`config.mk`:
```
export PLATFORM = sky130hd
export DESIGN_NAME = uart_tx_fifo
export DESIGN_NICKNAME = d
export VERILOG_FILES = /design/src/rtl/uart_tx_fifo.sv
export SDC_FILE = /design/constraint.sdc
export NUM_CORES = 1
export LEC_CHECK = 0
export CAP_MARGIN = 30
export CORE_ASPECT_RATIO = 1.75
export CORE_UTILIZATION = 30
export CTS_BUF_LIST = sky130_fd_sc_hd__clkbuf_8
export CTS_CLUSTER_DIAMETER = 30
export DETAILED_ROUTE_END_ITERATION = 10
export PLACE_DENSITY_LB_ADDON = 0.3
export SLEW_MARGIN = 20
export SYNTH_ARGS = -nofsm -noshare
export SYNTH_HDL_FRONTEND = slang
export SYNTH_SLANG_ARGS = --single-unit
export TNS_END_PERCENT = 100
```
`constraint.sdc`:
```
create_clock -name clock -period 4.6 [get_ports clock]
set_clock_uncertainty 0.2 [all_clocks]
set_input_delay 1.38 -clock clock [delete_from_list [all_inputs] [get_ports clock]]
set_output_delay 1.38 -clock clock [all_outputs]
set_load 0.02 [all_outputs]
```
`src/rtl/uart_tx_fifo.sv`:
```
// UART transmitter with an input FIFO, internal baud generator and per-frame
// parity / stop-bit selection latched when each frame starts.
module uart_tx_fifo #(
   parameter int unsigned DATA_WIDTH   = 8,
   parameter int unsigned FIFO_DEPTH   = 8,
   parameter int unsigned CLKS_PER_BIT = 868
) (
   input  logic                             clock,
   input  logic                             resetn,
   input  logic [DATA_WIDTH-1:0]            in_data,
   input  logic                             in_valid,
   output logic                             in_ready,
   input  logic [1:0]                       parity_mode,
   input  logic                             two_stop,
   input  logic                             tx_enable,
   output logic                             tx_out,
   output logic                             busy,
   output logic                             frame_done,
   output logic [$clog2(FIFO_DEPTH+1)-1:0]  fifo_count,
   output logic                             fifo_full,
   output logic                             fifo_empty
);

   localparam int unsigned PtrW  = $clog2(FIFO_DEPTH);
   localparam int unsigned CntW  = $clog2(FIFO_DEPTH + 1);
   localparam int unsigned BaudW = $clog2(CLKS_PER_BIT);
   localparam int unsigned IdxW  = $clog2(DATA_WIDTH);

   localparam logic [CntW-1:0]  DepthC  = CntW'(FIFO_DEPTH);
   localparam logic [BaudW-1:0] BaudMax = BaudW'(CLKS_PER_BIT - 1);
   localparam logic [IdxW-1:0]  IdxMax  = IdxW'(DATA_WIDTH - 1);

   typedef enum logic [2:0] {StIdle, StStart, StData, StParity, StStop} state_e;

   // FIFO storage and status
   logic [DATA_WIDTH-1:0] mem_q [FIFO_DEPTH];
   logic [PtrW-1:0]       wr_ptr_q, wr_ptr_d, rd_ptr_q, rd_ptr_d;
   logic [CntW-1:0]       count_q, count_d;
   logic                  full_q, full_d, empty_q, empty_d;
   logic                  push, pop;

   // Transmitter state
   state_e                state_q, state_d;
   logic [BaudW-1:0]      baud_q, baud_d;
   logic [IdxW-1:0]       idx_q, idx_d;
   logic [DATA_WIDTH-1:0] shift_q, shift_d;
   logic                  par_bit_q, par_bit_d;
   logic                  par_en_q, par_en_d;
   logic                  two_stop_q, two_stop_d;
   logic                  stop2_q, stop2_d;
   logic                  done_q, done_d;
   logic                  bit_end, start_ok;

   assign push       = in_valid && !full_q;
   assign in_ready   = !full_q;
   assign fifo_count = count_q;
   assign fifo_full  = full_q;
   assign fifo_empty = empty_q;
   assign frame_done = done_q;

   assign bit_end  = (baud_q == BaudMax);
   assign start_ok = !empty_q && tx_enable;

   always_comb begin
      wr_ptr_d = push ? wr_ptr_q + PtrW'(1) : wr_ptr_q;
      rd_ptr_d = pop  ? rd_ptr_q + PtrW'(1) : rd_ptr_q;
      count_d  = count_q;
      case ({push, pop})
         2'b10:   count_d = count_q + CntW'(1);
         2'b01:   count_d = count_q - CntW'(1);
         default: count_d = count_q;
      endcase
      full_d  = (count_d == DepthC);
      empty_d = (count_d == '0);
   end

   always_ff @(posedge clock) begin
      if (!resetn) begin
         wr_ptr_q <= '0;
         rd_ptr_q <= '0;
         count_q  <= '0;
         full_q   <= 1'b0;
         empty_q  <= 1'b1;
      end else begin
         wr_ptr_q <= wr_ptr_d;
         rd_ptr_q <= rd_ptr_d;
         count_q  <= count_d;
         full_q   <= full_d;
         empty_q  <= empty_d;
      end
   end

   always_ff @(posedge clock) begin
      if (push) mem_q[wr_ptr_q] <= in_data;
   end

   // FSM state register
   always_ff @(posedge clock) begin
      if (!resetn) begin
         state_q <= StIdle;
      end else begin
         state_q <= state_d;
      end
   end

   // FSM next state; pop marks every transition into StStart
   always_comb begin
      state_d = state_q;
      pop     = 1'b0;
      unique case (state_q)
         StIdle: begin
            if (start_ok) begin
               state_d = StStart;
               pop     = 1'b1;
            end
         end
         StStart: if (bit_end) state_d = StData;
         StData: begin
            if (bit_end && idx_q == IdxMax) state_d = par_en_q ? StParity : StStop;
         end
         StParity: if (bit_end) state_d = StStop;
         StStop: begin
            if (bit_end && (!two_stop_q || stop2_q)) begin
               if (start_ok) begin
                  state_d = StStart;
                  pop     = 1'b1;
               end else begin
                  state_d = StIdle;
               end
            end
         end
         default: state_d = StIdle;
      endcase
   end

   // FSM outputs
   always_comb begin
      busy = (state_q != StIdle);
      unique case (state_q)
         StStart:  tx_out = 1'b0;
         StData:   tx_out = shift_q[0];
         StParity: tx_out = par_bit_q;
         default:  tx_out = 1'b1;
      endcase
   end

   // Datapath next state; frame configuration is captured only on pop
   always_comb begin
      baud_d     = (pop || state_q == StIdle || bit_end) ? '0 : baud_q + BaudW'(1);
      idx_d      = (state_q != StData) ? '0 : (bit_end ? idx_q + IdxW'(1) : idx_q);
      shift_d    = shift_q;
      par_bit_d  = par_bit_q;
      par_en_d   = par_en_q;
      two_stop_d = two_stop_q;
      if (pop) begin
         shift_d    = mem_q[rd_ptr_q];
         par_bit_d  = (^mem_q[rd_ptr_q]) ^ (parity_mode == 2'b10);
         par_en_d   = (parity_mode == 2'b01) || (parity_mode == 2'b10);
         two_stop_d = two_stop;
      end else if (state_q == StData && bit_end) begin
         shift_d = shift_q >> 1;
      end
      stop2_d = (state_q != StStop) ? 1'b0 : (stop2_q || bit_end);
      done_d  = (state_q == StStop) && (state_d != StStop);
   end

   always_ff @(posedge clock) begin
      if (!resetn) begin
         baud_q     <= '0;
         idx_q      <= '0;
         shift_q    <= '0;
         par_bit_q  <= 1'b0;
         par_en_q   <= 1'b0;
         two_stop_q <= 1'b0;
         stop2_q    <= 1'b0;
         done_q     <= 1'b0;
      end else begin
         baud_q     <= baud_d;
         idx_q      <= idx_d;
         shift_q    <= shift_d;
         par_bit_q  <= par_bit_d;
         par_en_q   <= par_en_d;
         two_stop_q <= two_stop_d;
         stop2_q    <= stop2_d;
         done_q     <= done_d;
      end
   end

endmodule
```
==> results of run 1 <==
## power groups by stage
| stage | Combinational (mW) | Sequential (mW) | Clock (mW) |
|---|---|---|---|
| 6_report | 0.474 | 1.15 | 0.652 |
| 5_1_grt | 0.519 | 1.16 | 0.708 |
| 4_1_cts | 0.484 | 1.15 | 0.669 |
| 3_5_place_dp | 0.483 | 1.17 | 0 |
| 3_3_place_gp | 0.474 | 1.17 | 0 |
| 2_1_floorplan | 0.363 | 1.16 | 0 |
## logic make-up (layout without fill, tap and decap cells)
family	Yosys count	after routing	synth area share, %
flip-flops	108	108	62.0
AND/OR/NAND/NOR	116	116	12.7
XOR/XNOR	24	24	4.65
multiplexers	28	28	11.2
buffers and inverters	19	60	2.77
AO/OA/AOI/OAI	29	29	4.48
adder cells (fa/ha/maj)	8	8	2.21
## worst register-to-register path, stage by stage, from the launching register on
cell      delay, ps
dfxtp_1         360
ha_1            270
nor3b_1         220
nand4_1         120
buf_4           200
o21ai_2         270
nand3_2         280
clkinv_2        110
ha_1            310
or3b_2          480
a22o_1          230
a31o_1          180
a21oi_1         220
and3_1          180
## stage by stage
step	hold slack, ps	instances	area, µm²
after floorplan	213	332	4520
after global placement	229	540	4990
after detailed placement	242	540	4990
after CTS	257	556	5220
after global routing	297	556	5220
final	251	556	5220
## path summary, 6_finish.rpt
path,from,endpoint,slack (ps),cells after the start
setup / recovery,tx_enable,fifo_full,730,10
hold / removal,baud_q[0],baud_q[0],250,1
setup reg to reg,baud_q[0],fifo_full,950,13
hold reg to reg,baud_q[0],baud_q[0],250,1
## Yosys cell counts, types with 5 or more instances
| master | n |
|---|---|
| nand2b_1 | 8 |
| nor2b_1 | 5 |
| edfxtp_1 | 64 |
| a221oi_1 | 6 |
| nor3_1 | 6 |
| xor2_1 | 11 |
| mux4_2 | 10 |
| mux2i_1 | 11 |
| ha_1 | 8 |
| mux4_1 | 6 |
| xnor2_1 | 13 |
| nand2_1 | 14 |
| a21oi_1 | 9 |
| inv_1 | 5 |
| nand3_1 | 9 |
| dfxtp_1 | 44 |
| and3_1 | 6 |
| clkbuf_1 | 5 |
| nor2_1 | 49 |
## layout make-up
class | count | area, µm²
Timing Repair Buffer | 37 | 338
Clock buffer | 9 | 124
Inverter | 7 | 27.5
Multi-Input combinational cell | 205 | 1600
Sequential cell | 108 | 2800
Tap cell | 183 | 229
Fill cell | 1473 | 9540
Clock inverter | 7 | 106
## registers in the layout (all words and copies together) (netlist names), 3 cells and up, named ones only
| name | cells |
|---|---|
| wr_ptr_q | 3 |
| shift_q | 8 |
| fifo_count | 4 |
| state_q | 3 |
| rd_ptr_q | 3 |
| idx_q | 3 |
| mem_q | 64 |
| baud_q | 10 |
## metal layers
metal	vias up	routed length, µm
met1	1317	3300
met3	8	216
met4	0	114
met2	35	4930
met5	-	0
li1	1294	-
==> out/qor.txt, run 1 <==
Worst-skew pair later-pin latency - 370 ps
Min Clock Period, post-route - 3870 ps
Kind of end point of the critical path - flip-flop
Largest net degree at the start of global routing - 25
Die height - 164 µm
Hold Vio Cnt, Final - 0
Slowest cell on the critical path - or3b_2
Slew headroom - 41.6%
HPWL after DPL - 6180 µm
H-tree depth - 3
Share of total power in the clock network - 28.6%
Cell Pwr Density - 436 nW/µm²
Crit path arrival time - 4000 ps
Max clock buf depth - 2
Yosys warns - 0
Max-capacitance violation count - 0
Yosys top cell by area - edfxtp_1
Buffers & Inverters on Critical Path - 2
CTS Buf Count - 9
Hold Path Class - flip-flop to flip-flop
Tightest Pin Transition - 875 ps
Gr usage total - 11.6%
CTS sink cnt - 108
Met3 GRT Util - 2.39%
Final Power - 2.28 mW
Internal power consumption - 1.65 mW
Synth cell types - 49
Final nets - 391
Total gr overflow - 0
Synthesized area - 4520 µm²
Sw frac - 27.7%
Most common cell after layout, fill and taps aside - edfxtp_1
Pre-antenna DRT Iters - 4
Syn nets - 355
Die area - 15600 µm²
Most frequent cells in the layout - edfxtp_1 (64), nor2_1 (49), dfxtp_1 (44)
Vias per cell - 4.77
First-pass GRT wire length - 13500 µm
Vias in the first global route - 2708
Status - finished, final reports clean
Worst ir drop on vdd - 142 µV
Slew Viols, Final - 0
Routed length per instance - 15.4 µm
Setup Fix Bufs, Post-CTS - 0
GR Layer Usage met1 - 11.6%
Post-synth EDFFs - 64
Top area cells in the synthesized netlist - edfxtp_1 (42%), dfxtp_1 (19%), mux4_2 (5.0%)
Post-synth top area share - 42.5%
Startpoint Class - input pin
Largest stage delay, worst path - 480 ps
Sequential-to-total area share from yosys stat - 62.0%
Fmax - 258 MHz
Met2 usage - 22.9%
RSZ-0062 raised after global routing - no
Sw power - 0.631 mW
Predominant post-synthesis flop cell - edfxtp_1
GP Congestion - 0.737
# IOs - 25
Fin util - 35.4%
Combinational power share - 20.8%
Cells after synthesis - 332
Die X - 94.8 µm
# rows - 59
Register share of total power - 50.6%
Post-synthesis register bit count - 108
Initial Util - 30.6%
Buffers on Ports - 24
Post-CTS sizing - 0
Tcrit/Tclk final - 84.2%
Share of layout cells above drive strength 1 - 12.6%
Initial antenna violation count - 0
CP cell instances - clkdlybuf4s50_1 -> nor2b_1 -> nand3_2 -> clkinv_2 -> ha_1 -> or3b_2 -> a22o_1 -> a31o_1 -> a21oi_1 -> and3_1
Cell family with most CP delay - simple AND/OR/NAND/NOR gates
Setup-failing EPs final - 0
Syn-to-layout area delta - 15.5%
Drt drc - 0
DRT antenna net count - 0
GR peak layer - met2
Post-synth ARST share - 0%
Mean Syn Cell Area - 13.6 µm²
CTS Hold Bufs - 0
Core ar. - 14800 µm²
Clk slew on worst S/H paths - 110 ps
Accumulated negative setup slack - 0 ps
WS Path Type - input pin to flip-flop
CTS tree - done
Initial drt markers - 58
Setup ws final - 728 ps
Leak - 1.76 nW
Final wirelength - 8550 µm
Max FO, Critical Path - 10
# diodes - 0
Dpl ws - 330 ps
Worst Path Required - 4730 ps
Via Count - 2654
CTS root buffer - clkbuf_8
Note: power is estimated with default switching activity, not from simulation.
==> run 2, diff against run 1 <==
Clock period 4.6 ns to 3.3 ns, I/O delays scaled along.
==> out/qor.txt, run 2 (synthesis gave the netlist of run 1 again) <==
CTS Hold Bufs - 0 (unchanged)
Status - finished, final reports clean
Die X - 94.8 µm (unchanged)
Kind of end point of the critical path - flip-flop
Vias in the first global route - 2677 (-1.1%)
Biggest register - mem_q
Fmax - 316 MHz
Max clock buf depth - 2 (unchanged)
Max-capacitance violation count - 0 (unchanged)
Most common cell after layout, fill and taps aside - edfxtp_1
Area of the multi-input gates - 1620 µm² (+1.3%)
CTS Buf Count - 9 (unchanged)
Worst ir drop on vdd - 187 µV (+32%)
Largest stage delay, worst path - 460 ps (-20 ps)
WS Path Type - input pin to flip-flop
Fin util - 35.8% (+0.39 points)
DRT antenna net count - 0 (unchanged)
DP Area - 5080 µm² (+1.8%)
Max FFs per register - 64 (unchanged)
Final wirelength - 8560 µm (about the same)
Worst-skew pair later-pin latency - 370 ps (about the same)
Most frequent cells in the layout - edfxtp_1 (64), nor2_1 (49), dfxtp_1 (44)
Final nets - 401 (+2.6%)
First-pass GRT wire length - 13600 µm (+0.72%)
Gr usage total - 11.7% (+0.074 points)
CTS root buffer - clkbuf_8
Die area - 15600 µm² (unchanged)
Share of layout cells above drive strength 1 - 15.9% (+3.3 points)
Top Registers - mem_q: 64 flops, baud_q: 10 flops, shift_q: 8 flops
Slew headroom - 59.4% (+18 points)
Syn-to-layout area delta - 16.7%
Fillcell total - 1450 (-1.6%)
Initial antenna violation count - 0 (unchanged)
Routed length per instance - 15.1 µm (-1.7%)
Drt drc - 0 (unchanged)
Tcrit/Tclk final - 95.9%
CTS sink cnt - 108 (unchanged)
Min Clock Period, post-route - 3170 ps
R2r setup slk - 220 ps (-730 ps)
CP cell instances - clkdlybuf4s50_1 -> nor2b_2 -> nand3_4 -> clkinv_4 -> ha_1 -> or3b_2 -> a22o_1 -> a31o_1 -> a21oi_2 -> and3_1
Leak - 1.80 nW (+1.8%)
Reg area - 2800 µm² (unchanged)
Total gr overflow - 0 (unchanged)
Buffers on Ports - 24 (unchanged)
Slowest cell on the critical path - or3b_2
HPWL after DPL - 6150 µm (-0.41%)
Buffers & Inverters on Critical Path - 2 (unchanged)
Via Count - 2727 (+2.8%)
Cell Pwr Density - 583 nW/µm² (+34%)
Design Area, Final - 5280 µm² (+1.1%)
# rows - 59 (unchanged)
Vias per cell - 4.82 (+0.94%)
Cell family with most CP delay - simple AND/OR/NAND/NOR gates
GP Congestion - 0.711 (-3.4%)
Startpoint Class - input pin
CTS tree - done
Initial drt markers - 151 (+160%)
Crit path arrival time - 3290 ps (-710 ps)
Tightest Pin Transition - 606 ps (-269 ps)
Setup-failing EPs final - 0 (unchanged)
Initial Util - 30.6% (unchanged)
H-tree depth - 3 (unchanged)
Die height - 164 µm (unchanged)
# IOs - 25 (unchanged)
Hold Vio Cnt, Final - 0 (unchanged)
Worst Path Required - 3420 ps (-1310 ps)
Slew Viols, Final - 0 (unchanged)
RSZ-0062 raised after global routing - no
# diodes - 0 (unchanged)
Largest net degree at the start of global routing - 26 (+4.0%)
Core ar. - 14800 µm² (unchanged)
Pre-antenna DRT Iters - 4 (unchanged)
Hold Path Class - flip-flop to flip-flop
Clk slew on worst S/H paths - 110 ps (about the same)
Max FO, Critical Path - 4 (-6)
==> run 2: power by group <==
| part | internal [mW] | leakage, nW | switching, mW | total, mW |
|---|---|---|---|---|
| Sequential | 1.52 | 0.939 | 0.0710 | 1.59 |
| Clock | 0.294 | 0.0971 | 0.482 | 0.776 |
| Combinational | 0.356 | 0.760 | 0.354 | 0.711 |
| Total | 2.17 | 1.80 | 0.908 | 3.08 |
==> run 2: path summary, 6_finish.rpt <==
path                            startpoint         to  cells after the start
worst max-delay path             tx_enable  fifo_full                     10
worst min-delay path             baud_q[0]  baud_q[0]                      1
worst max register to register   baud_q[0]  fifo_full                     12
worst min register to register   baud_q[0]  baud_q[0]                      1
==> run 2: routing by layer <==
layer / global-route usage, % / wire length (µm) / vias to the layer above
li1: - / - / 1318
met1: 12.9 / 3450 / 1360
met2: 21.6 / 4740 / 39
met3: 2.12 / 206 / 10
met4: 4.89 / 164 / 0
met5: 0 / 0 / -
==> run 2: stage by stage <==
step / worst slack (ps) / instances / TNS (ps) / hold slack, ps / total power [mW]
after CTS: 88.8 / 565 / 0 / 259 / 3.12
after global routing: 1.58 / 566 / 0 / 275 / 3.24
after detailed placement: -255 / 549 / -579 / 241 / 2.34
after floorplan: 2.54 / 332 / 0 / 216 / 2.14
final: 134 / 566 / 0 / 258 / 3.08
after global placement: -183 / 549 / -383 / 230 / 2.33
==> run 2: repair_timing <==
item	CTS	global route
endpoints found under the hold margin	0	0
buffers inserted	0	1
resized for setup	0	1
setup endpoints to repair	0	2
==> run 2: final cells by class <==
type                    count  share of cell area, %
clock inverters             7                   1.21
clock buffers               9                   2.35
well taps                 183                   4.34
inverters                   7                  0.592
flip-flops and latches    108                   53.1
repair buffers             47                   7.82
multi-input cells         205                   30.6
==> variant (config.mk and constraints of run 1) <==
Encoding of `state_e`: now one-hot (5 bits for 5 states).
--- a/src/rtl/uart_tx_fifo.sv
+++ b/src/rtl/uart_tx_fifo.sv
@@ -30,7 +30,7 @@
    localparam logic [BaudW-1:0] BaudMax = BaudW'(CLKS_PER_BIT - 1);
    localparam logic [IdxW-1:0]  IdxMax  = IdxW'(DATA_WIDTH - 1);
 
-   typedef enum logic [2:0] {StIdle, StStart, StData, StParity, StStop} state_e;
+   typedef enum logic [4:0] {StIdle = 5'b00001, StStart = 5'b00010, StData = 5'b00100, StParity = 5'b01000, StStop = 5'b10000} state_e;
 
    // FIFO storage and status
    logic [DATA_WIDTH-1:0] mem_q [FIFO_DEPTH];
Formal check against the unedited RTL: no difference found for any inputs over 10 cycles, from zero or initial values and one cycle with resetn low; not proved beyond that.
==> variant against run 1 <==
Routed wire length increased by 7.7%; count of clock-buffer cells in the layout unchanged; power increased by 1.3%; design area increased by 3.2%; sequential cell count increased by 2; synthesized area increased by 4.6%; setup slack got worse by 0.014 ns; critical path depth increased by 5; critical path type is now reg2reg; critical endpoint is now fifo_empty$_SDFF_PN1_; highest routed layer unchanged.
==> variant: results (changes against run 1) <==
- Post-Synthesis Net Count: 383 (+7.9%)
- Num CTS Buffers: 9 (unchanged)
- Resize count post-CTS: 0 (unchanged)
- Post-synth EDFFs: 64 (unchanged)
- Layout cell share with drive strength beyond 1: 13.4% (+0.82 points)
- Critical Path Slowest Stage Cell: or4_1
- RePlAce Congestion: 0.761 (+3.3%)
- Postcts setup bufs: 0 (unchanged)
- Final nets: 414 (+5.9%)
- CP peak stage delay: 0.53 ns (+0.05 ns)
- Root buf cell: clkbuf_8
- I/O Buffers: 24 (unchanged)
- P_leak: 0.00183 uW (+3.6%)
- Synth top area cells: edfxtp_1 41%, dfxtp_1 19%, mux4_2 7.6%
- Synth Area in Compound Gates: 5.98% (+1.5 points)
- Total GRT Usage: 11.8% (+0.18 points)
- Fillers: 1514 (+2.8%)
- Reg clk slew, reported paths: 0.11 ns (about the same)
- Antenna diode count: 0 (unchanged)
- Commonest cells in the netlist: 64 x edfxtp_1, 46 x dfxtp_1, 31 x nand2_1, 28 x nor2_1
- Post-route DRC: 0 (unchanged)
- Synth Area in Adders: 2.38% (+0.17 points)
- Vias in the first global route: 2912 (+7.5%)
- CP delay by family, top: simple AND/OR/NAND/NOR gates
- Clock Tree Buf Depth: 2 (unchanged)
- Status: finished, final reports clean
- Post-Synth XOR/XNOR Area: 5.26% (+0.62 points)
- IR drop worst, VDD: 0.167 mV (+18%)
- First-pass GRT wire length: 14600 um (+8.6%)
- Routed WL: 9210 um (+7.7%)
- Worst Path Arrival: 4.00 ns (about the same)
- Synth Warn #: 0 (unchanged)
- DRT iter0 DRCs: 89 (+53%)
- Largest regs: mem_q x64, baud_q x10, shift_q x8
- Tightest Hold Check Type: reg2reg
- Register area share after synthesis: 60.1% (-1.9 points)
- Yosys cell types: 53 (+8.2%)
- Ys async rst share: 0% (unchanged)
- H-tree Lvls: 3 (unchanged)
- Vias per inst: 4.88 (+2.3%)
- Post-synthesis mux area share: 9.81% (-1.4 points)
- Crit path max fanout: 16 (+6)
- Area post-placement: 5200 um2 (+4.2%)
- DP HPWL: 6470 um (+4.7%)
- Initial antenna violation count: 0 (unchanged)
- Worst skew pair latency: about 0.38 ns
- Slew headroom: 53.1% (+11 points)
- Largest net degree at the start of global routing: 29 (+16%)
- Drt pass-1 iters: 4 (unchanged)
-- variant: cell types whose count changed in the layout (fill, tap and decap cells not counted), moves of 4 or more --
cell      before  now
a21boi_0       0    4
a221oi_1       6    0
and2_1         0    7
mux2i_1       11    7
mux4_1         6    0
mux4_2        10   16
nand2_1       14   31
nand3_1        9   16
nor2_1        49   28
o21ai_0        1    9
xor2_1        11    7
-- variant: final cells by class --
class / instances / area, um2 / share of cell area (%)
clock buffers: 9 / 124 / 2.30
clock inverters: 7 / 63.8 / 1.18
inverters: 7 / 27.5 / 0.511
multi-input cells: 225 / 1760 / 32.7
flip-flops and latches: 110 / 2840 / 52.7
well taps: 186 / 233 / 4.32
repair buffers: 37 / 338 / 6.27
-- variant: path summary, 6_finish.rpt --
kind | from | slack, ns | cells past startpoint | end
max | baud_q[0]$_SDFF_PP0_ | 0.71 | 15 | fifo_empty$_SDFF_PN1_
min | two_stop_q$_SDFFE_PN0N_ | 0.26 | 2 | two_stop_q$_SDFFE_PN0N_
min reg2reg | two_stop_q$_SDFFE_PN0N_ | 0.26 | 2 | two_stop_q$_SDFFE_PN0N_
max reg2reg | baud_q[0]$_SDFF_PP0_ | 0.71 | 15 | fifo_empty$_SDFF_PN1_
-- variant: through the flow --
stage               cells  worst slack (ns)  hold slack [ns]  power, uW
floorplan             359              1.08            0.230       1620
global placement      565             0.521            0.244       1760
detailed placement    565             0.410            0.249       1770
CTS                   581             0.653            0.265       2350
global route          581             0.454            0.283       2430
finish                581             0.715            0.261       2310
-- variant: per-layer routing --
metal  part of all wire, %  track usage (%)
met1                    39             12.3
met2                    56             22.3
met3                   2.5             2.16
met4                   2.0             5.78
met5                     0                0
-- variant: report_power, final --
part	internal (uW)	total (uW)	switching (uW)
logic	293	542	249
clock network	212	571	359
registers	1120	1190	76.0
total	1620	2310	684
